File: src/rtl/scatter_packet_tx_if.sv
// Packet link between the scatter transmitter and the scatter receiver.
// A packet transfers on every rising clock edge where out_valid && out_ready.
// The master holds out_data and out_valid steady until the transfer happens.
// out_valid never depends on out_ready.
interface scatter_packet_tx_if;
    logic         out_valid;
    logic [127:0] out_data;
    logic         out_ready;

    modport master (output out_valid, output out_data, input out_ready);
    modport slave  (input out_valid, input out_data, output out_ready);
endinterface

File: src/rtl/scatter_packet_tx.sv
// scatter_packet_tx: builds weight, bias and image packets for one channel load
// from the on-chip source memories and streams them through a 2-entry buffer.
// Optional feature macro: PKT_COUNT_EN adds pkt_count, the number of packets
// accepted in the current load (saturating at 65535).
module scatter_packet_tx #(
    parameter int NUM_PUS        = 64,
    parameter int ADDR_WIDTH     = 8,
    parameter int IMG_ADDR_WIDTH = 12,
    parameter int DATA_WIDTH     = 8,
    parameter int WEIGHT_WIDTH   = 16,
    parameter int BIAS_WIDTH     = 32,
    parameter int IMG_SIZE       = 10
) (
    input  logic                      clk,
    input  logic                      rst,
    input  logic                      start,
    input  logic [7:0]                cfg_channel,
    input  logic [6:0]                cfg_num_pus,
    input  logic [7:0]                cfg_filter_base,
    input  logic                      cfg_send_bias,
    output logic                      busy,
    output logic                      done,
    output logic                      weight_rd_en,
    output logic [ADDR_WIDTH-1:0]     weight_rd_addr,
    input  logic [3*WEIGHT_WIDTH-1:0] weight_rd_data,
    output logic                      bias_rd_en,
    output logic [5:0]                bias_rd_addr,
    input  logic [BIAS_WIDTH-1:0]     bias_rd_data,
    output logic                      img_rd_en,
    output logic [IMG_ADDR_WIDTH-1:0] img_rd_addr,
    input  logic [DATA_WIDTH-1:0]     img_rd_data,
    scatter_packet_tx_if.master       pkt,
    output logic [2:0]                dbg_state
`ifdef PKT_COUNT_EN
    ,
    output logic [15:0]               pkt_count
`endif
);
    localparam int TOTAL_PIXELS = IMG_SIZE * IMG_SIZE;
    localparam logic [7:0] LAST_IDX = 8'(TOTAL_PIXELS - 1);

    typedef enum logic [2:0] {
        S_IDLE, S_WEIGHT, S_BIAS, S_IMAGE, S_DRAIN, S_DONE
    } state_t;

    state_t       state, state_nx, cur_phase;
    logic [7:0]   ch_q, fbase_q, cur_ch, cur_fbase;
    logic [6:0]   npus_q, cur_npus, npus_clamped;
    logic         bias_q, cur_bias;
    logic [6:0]   pu_q, pu_nx;
    logic [1:0]   row_q, row_nx;
    logic [7:0]   idx_q, idx_nx;
    logic         issue, accept, slot_free;
    // one read in flight: its packet header fields wait here for the memory data
    logic         pend_valid_q;
    logic [1:0]   pend_type_q;
    logic [5:0]   pend_pu_q;
    logic [7:0]   pend_fid_q, pend_ch_q, pend_idx_q;
    logic [1:0]   pend_row_q;
    logic [127:0] wr_pkt;
    logic [127:0] buf_q [2];
    logic         rd_ptr_q, wr_ptr_q;
    logic [1:0]   count_q;

    assign accept       = pkt.out_valid && pkt.out_ready;
    // a slot vacated by this cycle's acceptance may be claimed by this cycle's read
    assign slot_free    = ({1'b0, count_q} + {2'b0, pend_valid_q}) < (3'd2 + {2'b0, accept});
    assign npus_clamped = (cfg_num_pus > 7'(NUM_PUS)) ? 7'(NUM_PUS) : cfg_num_pus;
    assign pkt.out_valid = (count_q != 2'd0);
    assign pkt.out_data  = buf_q[rd_ptr_q];
    assign busy      = (state == S_WEIGHT) || (state == S_BIAS) || (state == S_IMAGE) || (state == S_DRAIN);
    assign done      = (state == S_DONE);
    assign dbg_state = state;

    // The first read is issued in the start cycle itself, from the raw cfg inputs,
    // so the first packet is presented two cycles after start.
    always_comb begin
        state_nx  = state;
        pu_nx     = pu_q;
        row_nx    = row_q;
        idx_nx    = idx_q;
        cur_phase = state;
        cur_ch    = ch_q;
        cur_fbase = fbase_q;
        cur_npus  = npus_q;
        cur_bias  = bias_q;
        if (state == S_IDLE && start) begin
            cur_ch    = cfg_channel;
            cur_fbase = cfg_filter_base;
            cur_npus  = npus_clamped;
            cur_bias  = cfg_send_bias;
            cur_phase = (npus_clamped == 7'd0) ? S_IMAGE : S_WEIGHT;
            state_nx  = cur_phase;
        end
        issue = slot_free && (cur_phase == S_WEIGHT || cur_phase == S_BIAS || cur_phase == S_IMAGE);
        case (cur_phase)
            S_WEIGHT: if (issue) begin
                if (row_q == 2'd2) begin
                    row_nx = 2'd0;
                    if (pu_q == cur_npus - 7'd1) begin
                        pu_nx    = 7'd0;
                        state_nx = cur_bias ? S_BIAS : S_IMAGE;
                    end else begin
                        pu_nx = pu_q + 7'd1;
                    end
                end else begin
                    row_nx = row_q + 2'd1;
                end
            end
            S_BIAS: if (issue) begin
                if (pu_q == cur_npus - 7'd1) begin
                    pu_nx    = 7'd0;
                    state_nx = S_IMAGE;
                end else begin
                    pu_nx = pu_q + 7'd1;
                end
            end
            S_IMAGE: if (issue) begin
                if (idx_q == LAST_IDX) begin
                    idx_nx   = 8'd0;
                    state_nx = S_DRAIN;
                end else begin
                    idx_nx = idx_q + 8'd1;
                end
            end
            S_DRAIN: if (count_q == 2'd0 && !pend_valid_q) state_nx = S_DONE;
            S_DONE:  state_nx = S_IDLE;
            S_IDLE:  ;
            default: state_nx = S_IDLE;
        endcase
    end

    // Memory read strobes; addresses read as 0 whenever no read is issued.
    always_comb begin
        weight_rd_en   = issue && (cur_phase == S_WEIGHT);
        bias_rd_en     = issue && (cur_phase == S_BIAS);
        img_rd_en      = issue && (cur_phase == S_IMAGE);
        weight_rd_addr = weight_rd_en ? ADDR_WIDTH'({pu_q[5:0], row_q}) : '0;
        bias_rd_addr   = bias_rd_en ? pu_q[5:0] : 6'd0;
        img_rd_addr    = img_rd_en ? IMG_ADDR_WIDTH'(32'(cur_ch) * TOTAL_PIXELS + 32'(idx_q)) : '0;
    end

    // Assemble the packet from the returned memory word and the held header fields.
    always_comb begin
        wr_pkt = '0;
        case (pend_type_q)
            2'b10: wr_pkt = {2'b10, pend_pu_q, pend_fid_q, pend_ch_q,
                             6'd0, pend_row_q, weight_rd_data[WEIGHT_WIDTH-1:0],
                             6'd0, pend_row_q, weight_rd_data[2*WEIGHT_WIDTH-1:WEIGHT_WIDTH],
                             6'd0, pend_row_q, weight_rd_data[3*WEIGHT_WIDTH-1:2*WEIGHT_WIDTH],
                             32'd0};
            2'b01: wr_pkt = {2'b01, pend_pu_q, pend_fid_q, pend_ch_q, 8'd0, bias_rd_data, 64'd0};
            default: wr_pkt = {2'b00, 6'd0, 8'd0, pend_ch_q, pend_idx_q, img_rd_data, 88'd0};
        endcase
    end

    // FSM state, phase counters and latched load configuration.
    always_ff @(posedge clk) begin
        if (rst) begin
            state   <= S_IDLE;
            pu_q    <= 7'd0;
            row_q   <= 2'd0;
            idx_q   <= 8'd0;
            ch_q    <= 8'd0;
            fbase_q <= 8'd0;
            npus_q  <= 7'd0;
            bias_q  <= 1'b0;
        end else begin
            state   <= state_nx;
            pu_q    <= pu_nx;
            row_q   <= row_nx;
            idx_q   <= idx_nx;
            ch_q    <= cur_ch;
            fbase_q <= cur_fbase;
            npus_q  <= cur_npus;
            bias_q  <= cur_bias;
        end
    end

    // Header fields of the read in flight, captured when the read is issued.
    always_ff @(posedge clk) begin
        if (rst) begin
            pend_valid_q <= 1'b0;
            pend_type_q  <= 2'b00;
            pend_pu_q    <= 6'd0;
            pend_fid_q   <= 8'd0;
            pend_ch_q    <= 8'd0;
            pend_row_q   <= 2'd0;
            pend_idx_q   <= 8'd0;
        end else begin
            pend_valid_q <= issue;
            if (issue) begin
                pend_type_q <= (cur_phase == S_WEIGHT) ? 2'b10 : (cur_phase == S_BIAS) ? 2'b01 : 2'b00;
                pend_pu_q   <= (cur_phase == S_IMAGE) ? 6'd0 : pu_q[5:0];
                pend_fid_q  <= (cur_phase == S_IMAGE) ? 8'd0 : cur_fbase + {1'b0, pu_q};
                pend_ch_q   <= cur_ch;
                pend_row_q  <= row_q;
                pend_idx_q  <= idx_q;
            end
        end
    end

    // Two-entry output buffer; the head entry drives out_data.
    always_ff @(posedge clk) begin
        if (rst) begin
            buf_q[0] <= '0;
            buf_q[1] <= '0;
            rd_ptr_q <= 1'b0;
            wr_ptr_q <= 1'b0;
            count_q  <= 2'd0;
        end else begin
            if (pend_valid_q) begin
                buf_q[wr_ptr_q] <= wr_pkt;
                wr_ptr_q        <= ~wr_ptr_q;
            end
            if (accept) rd_ptr_q <= ~rd_ptr_q;
            count_q <= count_q + {1'b0, pend_valid_q} - {1'b0, accept};
        end
    end

`ifdef PKT_COUNT_EN
    // Accepted packets of the current load; cleared by start, saturates, held after done.
    always_ff @(posedge clk) begin
        if (rst) begin
            pkt_count <= 16'd0;
        end else if (state == S_IDLE && start) begin
            pkt_count <= 16'd0;
        end else if (accept && pkt_count != 16'hFFFF) begin
            pkt_count <= pkt_count + 16'd1;
        end
    end
`endif
endmodule

File: src/flat_wrapper.sv
// flat-port wrapper written by rule: the top's interface ports become plain ports
module scatter_packet_tx_flat 
#(
    parameter int NUM_PUS        = 64,
    parameter int ADDR_WIDTH     = 8,
    parameter int IMG_ADDR_WIDTH = 12,
    parameter int DATA_WIDTH     = 8,
    parameter int WEIGHT_WIDTH   = 16,
    parameter int BIAS_WIDTH     = 32,
    parameter int IMG_SIZE       = 10
)
  (clk, rst, start, cfg_channel, cfg_num_pus, cfg_filter_base, cfg_send_bias, busy, done, weight_rd_en, weight_rd_addr, weight_rd_data, bias_rd_en, bias_rd_addr, bias_rd_data, img_rd_en, img_rd_addr, img_rd_data, dbg_state, pkt_out_valid, pkt_out_data, pkt_out_ready);
  scatter_packet_tx_if pkt_i ();
  input  logic clk;
  input  logic rst;
  input  logic start;
  input  logic [7:0] cfg_channel;
  input  logic [6:0] cfg_num_pus;
  input  logic [7:0] cfg_filter_base;
  input  logic cfg_send_bias;
  output logic busy;
  output logic done;
  output logic weight_rd_en;
  output logic [ADDR_WIDTH-1:0] weight_rd_addr;
  input  logic [3*WEIGHT_WIDTH-1:0] weight_rd_data;
  output logic bias_rd_en;
  output logic [5:0] bias_rd_addr;
  input  logic [BIAS_WIDTH-1:0] bias_rd_data;
  output logic img_rd_en;
  output logic [IMG_ADDR_WIDTH-1:0] img_rd_addr;
  input  logic [DATA_WIDTH-1:0] img_rd_data;
  output logic [2:0] dbg_state;
  output wire logic [$bits(pkt_i.out_valid)-1:0] pkt_out_valid;
  output wire logic [$bits(pkt_i.out_data)-1:0] pkt_out_data;
  input wire logic [$bits(pkt_i.out_ready)-1:0] pkt_out_ready;
  assign pkt_out_valid = pkt_i.out_valid;
  assign pkt_out_data = pkt_i.out_data;
  assign pkt_i.out_ready = pkt_out_ready;
  scatter_packet_tx #(.NUM_PUS(NUM_PUS), .ADDR_WIDTH(ADDR_WIDTH), .IMG_ADDR_WIDTH(IMG_ADDR_WIDTH), .DATA_WIDTH(DATA_WIDTH), .WEIGHT_WIDTH(WEIGHT_WIDTH), .BIAS_WIDTH(BIAS_WIDTH), .IMG_SIZE(IMG_SIZE)) u_core (.clk(clk), .rst(rst), .start(start), .cfg_channel(cfg_channel), .cfg_num_pus(cfg_num_pus), .cfg_filter_base(cfg_filter_base), .cfg_send_bias(cfg_send_bias), .busy(busy), .done(done), .weight_rd_en(weight_rd_en), .weight_rd_addr(weight_rd_addr), .weight_rd_data(weight_rd_data), .bias_rd_en(bias_rd_en), .bias_rd_addr(bias_rd_addr), .bias_rd_data(bias_rd_data), .img_rd_en(img_rd_en), .img_rd_addr(img_rd_addr), .img_rd_data(img_rd_data), .pkt(pkt_i), .dbg_state(dbg_state));
endmodule
File: config.mk
export PLATFORM = sky130hd
export DESIGN_NAME = scatter_packet_tx_flat
export DESIGN_NICKNAME = d
export VERILOG_FILES = /design/src/rtl/scatter_packet_tx_if.sv /design/src/rtl/scatter_packet_tx.sv /design/src/flat_wrapper.sv
export SDC_FILE = /design/constraint.sdc
export NUM_CORES = 1
export LEC_CHECK = 0
export ABC_AREA = 1
export CAP_MARGIN = 25
export CORE_MARGIN = 1
export CORE_UTILIZATION = 52
export CTS_CLUSTER_SIZE = 25
export DETAILED_ROUTE_END_ITERATION = 16
export PLACE_DENSITY = 0.81
export SKIP_CTS_REPAIR_TIMING = 1
export SLEW_MARGIN = 0
export SYNTH_ARGS = -nofsm -noshare
export SYNTH_HDL_FRONTEND = slang
export SYNTH_SLANG_ARGS = --single-unit
export TNS_END_PERCENT = 30
File: constraint.sdc
create_clock -name clk -period 7.7 [get_ports clk]
set_clock_uncertainty 0.05 [all_clocks]
set_input_delay 1.54 -clock clk [delete_from_list [all_inputs] [get_ports clk]]
set_output_delay 1.54 -clock clk [all_outputs]
set_load 0.02 [all_outputs]
Word-level counts from Yosys, hierarchy flattened
Memory sizes are Yosys's and may differ from the RTL's. A register that Yosys moved wholly into a read port is not among the register bits.
Index checks and enable logic that the tools add are counted.

storage, ports and cells
  memories kept = 1
  logic and storage cells = 116
  input bits = 116
  register bits after elaboration = 83
  RAM bits = 256

cells by class
  eq/ne operators = 17
  muxes and demuxes = 42
  reductions and logical operators = 23
  multiply operators = 1
  $add $sub $neg = 10
  bitwise logic cells = 2
  order comparisons = 2

memories
  memory        words  width  rd ports  clocked after memory_dff  write ports  RTL line                 source
  u_core.buf_q  2      128    1         1                         2            scatter_packet_tx.sv:61  logic [127:0] buf_q [2];

operators by type and width
  operator              number
  $pmux 128 s2          1
  $mux 128              1
  $reduce_or 128->1     1
  $mux 7                6
  $mux 8                5
  $mux 3                9
  $pmux 3 s5            1
  $pmux 7 s2            1
  $add 12x8->12         1
  $eq 3x2->1 const B    4
  $mux 1                12
  $mux 12               1
  $mux 6                2
  $mul 8x5->10 const B  1
  $eq 3x3->1 const B    3
  $add 8x1->8 const B   1
  $add 8x7->8           1
  $eq 8x7->1 const B    1
  $add 7x1->7 const B   1
  $eq 7x7->1            1
  $gt 7x7->1 const B    1
  $logic_and 1x1->1     7
  $logic_not 7->1       1
  $sub 7x1->7 const B   1
  other kinds (20)      33

Logic depth before layout (Yosys ltp)
Gate-level depths: netlist of the first run.

  depth in word-level cells = 11
  depth in mapped cells = 20
  mapped depth without buffers = 20

Worst setup path after synthesis of the first run
OpenSTA, ideal clock, no wires.

  path type = input to output
  start = input port start
  end = output port img_rd_addr[10]
  path buffers = 2
  required time = 6110 ps
  stages = 16
  setup slack = 1155 ps
  data arrival time = 4955 ps
  path through = nand3_4 -> buf_6 -> clkbuf_1 -> o21ai_0 -> ha_1 -> ha_1 -> ha_1 -> inv_1 -> fa_1 -> inv_1 -> ha_1 -> nand2_1 -> nand2_1 -> nand2_1 -> o21a_1 -> nor3_1

RTL lines
  what                        RTL line                  source
  from (decl)                 flat_wrapper.sv:16        input logic start;
  $logic_and 1x1->1           scatter_packet_tx.sv:87   if (state == S_IDLE && start) begin
  $mux 8                      scatter_packet_tx.sv:87
  named net u_core.cur_ch[1]  scatter_packet_tx.sv:47   logic [7:0] ch_q, fbase_q, cur_ch, cur_fbase;
  $mul 8x5->10                scatter_packet_tx.sv:140  img_rd_addr = img_rd_en ? IMG_ADDR_WIDTH'(32'(cur_ch) * TOTAL_PIXELS + 32'(idx_q)) : '0;
  $add 12x8->12               scatter_packet_tx.sv:140
  $mux 12                     scatter_packet_tx.sv:140
  to (decl)                   flat_wrapper.sv:30        output logic [IMG_ADDR_WIDTH-1:0] img_rd_addr;

The timed path passes the listed nets, and every way through them passes these cells.

Final worst setup path of the first run
Same ends and word-level chain as after synthesis.

==> summary.md, run 1 <==
| Metric | Value |
|---|---|
| Startpoint Class | input pin |
| Placed cell count | 1,842 |
| Layout cell share with drive strength beyond 1 | 0.1233 |
| Hold Fails Final Rpt | 0 |
| Clock Latency Late Sink | 530 ps |
| RSZ-0062 raised after global routing | no |
| Delay-heaviest family, CP | adder cells |
| Ant diodes | 0 |
| Synth Area per Inst | 9.891 um^2 |
| Fmax achieved | 0.1396 GHz |
| Place WS | 125.4 ps |
| Area after DPL | 0.01575 mm^2 |
| Vias per cell | 5.224 |
| Clock Pin Slew Worst Setup and Hold Paths | 60 ps |
| Longest Clk Path Bufs | 3 |
| M1 WL | 12,900 um |
| Drt total wl | 30,380 um |
| Minimum clock period | 7164 ps |
| Number of global-route vias before repair | 9,325 |
| Critical Path RT | 6110 ps |
| R2R setup slack | 4510 ps |
| Drt drc | 0 |
| Worst EP arrival | 5570 ps |
| Relative slew slack | 0.3461 |
| Clock sink total | 264 |
| Initial Util | 0.5362 |
| DR vias | 9,915 |
| First-pass GRT wire length | 47,160 um |
| Fin nets | 1,715 |
| I/O pin cnt | 279 |
| Antenna viol nets, final | 0 |
| CP Cell Sequence | dlymetal6s2s_1, nand3_4, inv_2, or2_2, o21ai_0, inv_1, ha_1, ha_1, fa_1, ha_1, a21oi_1, nand2_1, xor2_1, inv_1, o21a_1, nor3_1, clkdlybuf4s50_1 |
| Final-report setup violation count | 0 |
| Sequential area share after synthesis | 0.5387 |
| Drt first pass iters | 5 |
| Fin Hold WS | 417.5 ps |
| Number of synthesized register bits | 264 |
| Cell variety after synth | 48 |
| Gr usage total | 0.2260 |
| Final Cell Area | 0.01676 mm^2 |
| Post-synth EDFFs | 180 |
| Most frequent cells in the layout | 238 x clkdlybuf4s50_1, 186 x nor2_1, 180 x edfxtp_1 |
| Final HPWL DP | 20,240 um |
| Largest stage delay on the critical path | 650 ps |
| Grt ovf | 0 |
| WS Path Type | input pin to output port |
| CP Capture Type | output port |
| CTS tree | done |
| Met3 routed WL | 2099 um |
| WP buf/inv | 5 |
| Top Metal Used | met4 |
| Critical path's slowest cell | clkdlybuf4s50_1 |
| Worst-Margin Slew | 979.8 ps |
| Area growth, synth to finish | 27.37% |
| Syn. warnings | 0 |
| CTS root buf | clkbuf_16 |
| Largest net degree at the start of global routing | 92 |
| Hold crit path type | flip-flop to flip-flop |
| Global placement routability congestion | 0.8757 |
| Max-Cap Viols | 0 |
| Routed WL per cell | 16.01 um |
| Cell mode on critical path | ha_1 |
| First-iteration detailed-routing DRC count | 631 |
| Ratio of final minimum period to clock period | 0.9304 |
| Setup ws final | 536.2 ps |
| Initial antenna violation count | 0 |
| Core Area | 0.02453 mm^2 |
| Fraction of registers with async set/reset | 0 |
| Top_reg_cell synth | edfxtp_1 |
| Port Buf Inserts | 240 |
| Die height | 161.1 um |
| Pwr/cell area | 260.1 mW/mm^2 |
| Outcome | finished, final reports clean |
| Leading cell type in the layout, fill and taps excluded | clkdlybuf4s50_1 |
| Htree depth | 1 |
| Setup TNS | 0 ps |
| Slew Limit Fails | 0 |
| Die area | 0.02594 mm^2 |
| Cell Count, Final, Fillers Out | 1,898 |
| Rows | 57 |
| CP Max Fanout | 10 |
| Cells after Synth | 1,330 |
| TritonCTS buffer count | 27 |
| Netlist Area Pre-Place | 0.01316 mm^2 |
| Met2 routed WL | 14,910 um |
| Die W | 161.1 um |
| Worst vdd ir | 169.5 uV |
| Pleak | 6.582 nW |
==> routing by layer <==
metal | global-route usage | up-vias
met2 | 0.3989 | 384
met1 | 0.2937 | 4624
met5 | 0 | -
met4 | 0.04889 | 0
met3 | 0.03416 | 40
li1 | - | 4867
==> cell families (layout without fill, tap and decap cells) <==
family	after synthesis	count (layout)	share of synthesized area
AOI/OAI and AO/OA	164	164	0.07485
adders and majority gates	46	46	0.04660
buffers and inverters	262	469	0.08712
DFF	264	264	0.5387
other	1	38	0.0002851
xor gates and xnor gates	19	19	0.01265
and+or+nand+nor	481	481	0.1605
muxes	93	93	0.07932
==> power breakdown <==
| group | switching, W | internal (W) |
|---|---|---|
| sequential | 0.0000744 | 0.00166 |
| combinational | 0.000726 | 0.000546 |
| clock | 0.000521 | 0.000834 |
==> flip-flops by register name, indices dropped and copies added, names as in the netlist, named ones only <==
signal	flops
u_core.wr_ptr_q	1
u_core.row_q	2
u_core.count_q	2
u_core.dbg_state	3
u_core.pend_ch_q	8
u_core.fbase_q	8
u_core.npus_q	7
u_core.pend_type_q	2
u_core.buf_q	180
u_core.ch_q	8
u_core.pend_fid_q	8
u_core.pend_pu_q	6
u_core.idx_q	8
u_core.rd_ptr_q	1
u_core.pend_idx_q	8
u_core.pu_q	7
u_core.bias_q	1
u_core.pend_valid_q	1
u_core.pend_row_q	2
==> cell type report <==
class / instances / area, um^2
inverters: 158 / 593.1
clock inverters: 11 / 182.7
flip-flops and latches: 264 / 7091
fillers: 1852 / 7777
multi-input cells: 841 / 5101
repair buffers: 261 / 2643
clock buffers: 39 / 740.7
well taps: 324 / 405.4
==> worst register-to-register path, cell delays in order, from the launching register on <==
cell     delay (ps)
dfxtp_1         370
nor2_4          250
nand3_4         170
inv_2            90
buf_4           230
or2_2           150
inv_1            40
a21oi_1         150
ha_1            220
inv_1            60
fa_1            380
nor2_1          150
o21ai_0         130
nand2_1          90
nand2_1          60
a21oi_1         130
nor2_1           70
xnor2_1         130
nand2_1          70
a21oi_1         110
==> metrics by stage <==
step	utilization	power, W
global route	0.6830	0.004556
global placement	0.6398	0.002990
finish	0.6830	0.004358
detailed placement	0.6421	0.003024
CTS	0.6797	0.004386
floorplan	-	0.002561
==> final timing paths <==
kind                                     from                                end  cells past startpoint
max                                     start                    img_rd_addr[10]                     17
min          u_core.pend_pu_q[3]$_SDFFE_PP0N_   u_core.pend_pu_q[3]$_SDFFE_PP0N_                      2
max reg2reg    u_core.dbg_state[0]$_SDFF_PP0_  u_core.pend_fid_q[6]$_SDFFE_PP0N_                     19
min reg2reg  u_core.pend_pu_q[3]$_SDFFE_PP0N_   u_core.pend_pu_q[3]$_SDFFE_PP0N_                      2
==> Yosys cell counts (8+ instances only) <==
cell,count,area [um^2]
a211oi_1,10,75.07
a21oi_1,78,390.4
a22o_1,8,70.07
a22oi_1,16,120.1
buf_4,40,300.3
clkbuf_1,58,217.7
dfxtp_1,84,1682
edfxtp_1,180,5405
ha_1,41,513.0
inv_1,153,574.3
mux2_2,90,1013
nand2_1,125,469.2
nand3_1,37,185.2
nand4_1,11,68.82
nor2_1,188,705.7
nor3_1,86,430.4
o21ai_0,34,170.2
or2_2,11,68.82
xor2_1,12,105.1
Note: power is estimated with default switching activity, not from simulation.
==> run 2: changes to the inputs <==
--- a/config.mk
+++ b/config.mk
@@ -9,6 +9,7 @@
 export CAP_MARGIN = 25
 export CORE_MARGIN = 1
 export CORE_UTILIZATION = 52
+export CTS_CLUSTER_DIAMETER = 120
 export CTS_CLUSTER_SIZE = 25
 export DETAILED_ROUTE_END_ITERATION = 16
 export PLACE_DENSITY = 0.81
==> summary.md, run 2 (synthesis results as in run 1) <==
| Metric | Value |
|---|---|
| Drt drc | 0 |
| Max-Cap Viols | 0 |
| Fin Hold WS | 415.6 ps |
| First-iteration detailed-routing DRC count | 567 |
| Number of global-route vias before repair | 9,152 |
| I/O pin cnt | 279 |
| Largest net degree at the start of global routing | 92 |
| Drt total wl | 29,770 um |
| Ratio of final minimum period to clock period | 0.9288 |
| CTS root buf | clkbuf_16 |
| Pwr/cell area | 233.7 mW/mm^2 |
| Area growth, synth to finish | 23.50% |
| Die W | 161.1 um |
| Hold Fails Final Rpt | 0 |
| Place WS | 125.4 ps |
| DR vias | 9,778 |
| Fmax achieved | 0.1398 GHz |
| Critical path origin | start |
| First-pass GRT wire length | 46,310 um |
| Setup TNS | 0 ps |
| Met3 usage | 0.03056 |
| Antenna viol nets, final | 0 |
| Worst reg2reg path startpoint | u_core.dbg_state[0]$_SDFF_PP0_ |
| WS Path Type | input pin to output port |
| Most frequent cells in the layout | 238 x clkdlybuf4s50_1, 186 x nor2_1, 180 x edfxtp_1 |
| CP Capture Type | output port |
| Outcome | finished, final reports clean |
| Hold crit path type | flip-flop to flip-flop |
| Layout cell share with drive strength beyond 1 | 0.1099 |
| TritonCTS buffer count | 14 |
| Leading cell type in the layout, fill and taps excluded | clkdlybuf4s50_1 |
| Core Area | 0.02453 mm^2 |
| Clock Latency Late Sink | 480 ps |
| Relative slew slack | 0.3580 |
| Initial antenna violation count | 0 |
| Largest Register | u_core.buf_q |
| Critical Path End | img_rd_addr[11] |
| CTS tree | done |
| R2R depth | 19 |
| CP Max Fanout | 10 |
| Die height | 161.1 um |
| Fin nets | 1,701 |
| Startpoint Class | input pin |
| Layer with the highest usage | met2 |
| Final HPWL DP | 20,240 um |
| Worst-Margin Slew | 962.0 ps |
| Gr usage total | 0.2211 |
| Largest register FFs | 180 |
| Routing usage on met1 | 0.2915 |
| Longest Clk Path Bufs | 3 |
| Total power | 0.003796 W |
| Htree depth | 1 |
| Worst R2R End | u_core.pend_fid_q[6]$_SDFFE_PP0N_ |
| Clock sink total | 264 |
| Die area | 0.02594 mm^2 |
| Vias per cell | 5.226 |
| Slew Limit Fails | 0 |
| R2R setup slack | 4550 ps |
| Worst EP arrival | 5560 ps |
| Ant diodes | 0 |
| Routed WL per cell | 15.91 um |
| Drt first pass iters | 7 |
| Global placement routability congestion | 0.8757 |
| Critical Path RT | 6110 ps |
| Setup ws final | 548.2 ps |
| Port Buf Inserts | 240 |
| Final Core Density | 0.6622 |
| Minimum clock period | 7152 ps |
| Rows | 57 |
| Grt met2 use | 0.3899 |
| Clock Pin Slew Worst Setup and Hold Paths | 100 ps |
| Worst vdd ir | 167.4 uV |
| Pleak | 6.327 nW |
| Grt ovf | 0 |
| Initial Util | 0.5362 |
| Final-report setup violation count | 0 |
| RSZ-0062 raised after global routing | no |
-- run 2: changes by cell type in the layout (fill, tap and decap cells not counted), sizes merged --
cell and change:
inv -1, buf -1, bufinv -5, clkinv -4, clkbuf -16
-- run 2: critical path: stages --
cell             delay, ps
dlymetal6s2s_1         210
nand3_4                170
inv_2                   50
or2_2                  260
o21ai_0                130
inv_1                  150
ha_1                   230
ha_1                   280
ha_1                   310
inv_1                   60
fa_1                   540
inv_1                   40
ha_1                   300
nand2_1                 80
a21boi_0               210
nand2_1                110
nor2_1                 130
nor2_1                  50
nor2_1                 100
clkdlybuf4s50_1        600
-- run 2: layout make-up --
cell class / instances / area, um^2
Timing Repair Buffer: 260 / 2635
Clock buffer: 23 / 405.4
Fill cell: 1892 / 8287
Tap cell: 324 / 405.4
Clock inverter: 1 / 16.27
Multi-Input combinational cell: 841 / 5101
Inverter: 158 / 593.1
Sequential cell: 264 / 7091
-- run 2: worst min-delay path by stage --
stage	from	to	slack [ps]	cells after the start
after CTS	u_core.rd_ptr_q$_SDFFE_PP0P_	flip-flop	410	1
after global routing	u_core.pend_fid_q[6]$_SDFFE_PP0N_	u_core.pend_fid_q[6]$_SDFFE_PP0N_	440	2
final	u_core.rd_ptr_q$_SDFFE_PP0P_	flip-flop	420	1
after detailed placement	u_core.rd_ptr_q$_SDFFE_PP0P_	flip-flop	400	1
after global placement	u_core.rd_ptr_q$_SDFFE_PP0P_	flip-flop	380	1
after floorplan	u_core.rd_ptr_q$_SDFFE_PP0P_	flip-flop	380	1
-- run 2: routing by layer --
layer / wire, um / up-vias
met5: 0 / -
met4: 484 / 0
met3: 2045 / 33
met2: 14460 / 317
met1: 12780 / 4607
li1: - / 4821
-- run 2: power breakdown --
| group | switching [W] | total [W] | internal [W] |
|---|---|---|---|
| Sequential | 0.0000727 | 0.00173 | 0.00165 |
| Combinational | 0.000723 | 0.00127 | 0.000546 |
| Clock | 0.000432 | 0.000802 | 0.000370 |
| Total | 0.00123 | 0.00380 | 0.00257 |
-- run 2: through the flow --
| step | cell area, um^2 | cells |
|---|---|---|
| floorplan | 13290 | 1367 |
| global placement | 15700 | 1840 |
| detailed placement | 15750 | 1842 |
| CTS | 16170 | 1866 |
| global route | 16250 | 1871 |
| finish | 16250 | 1871 |
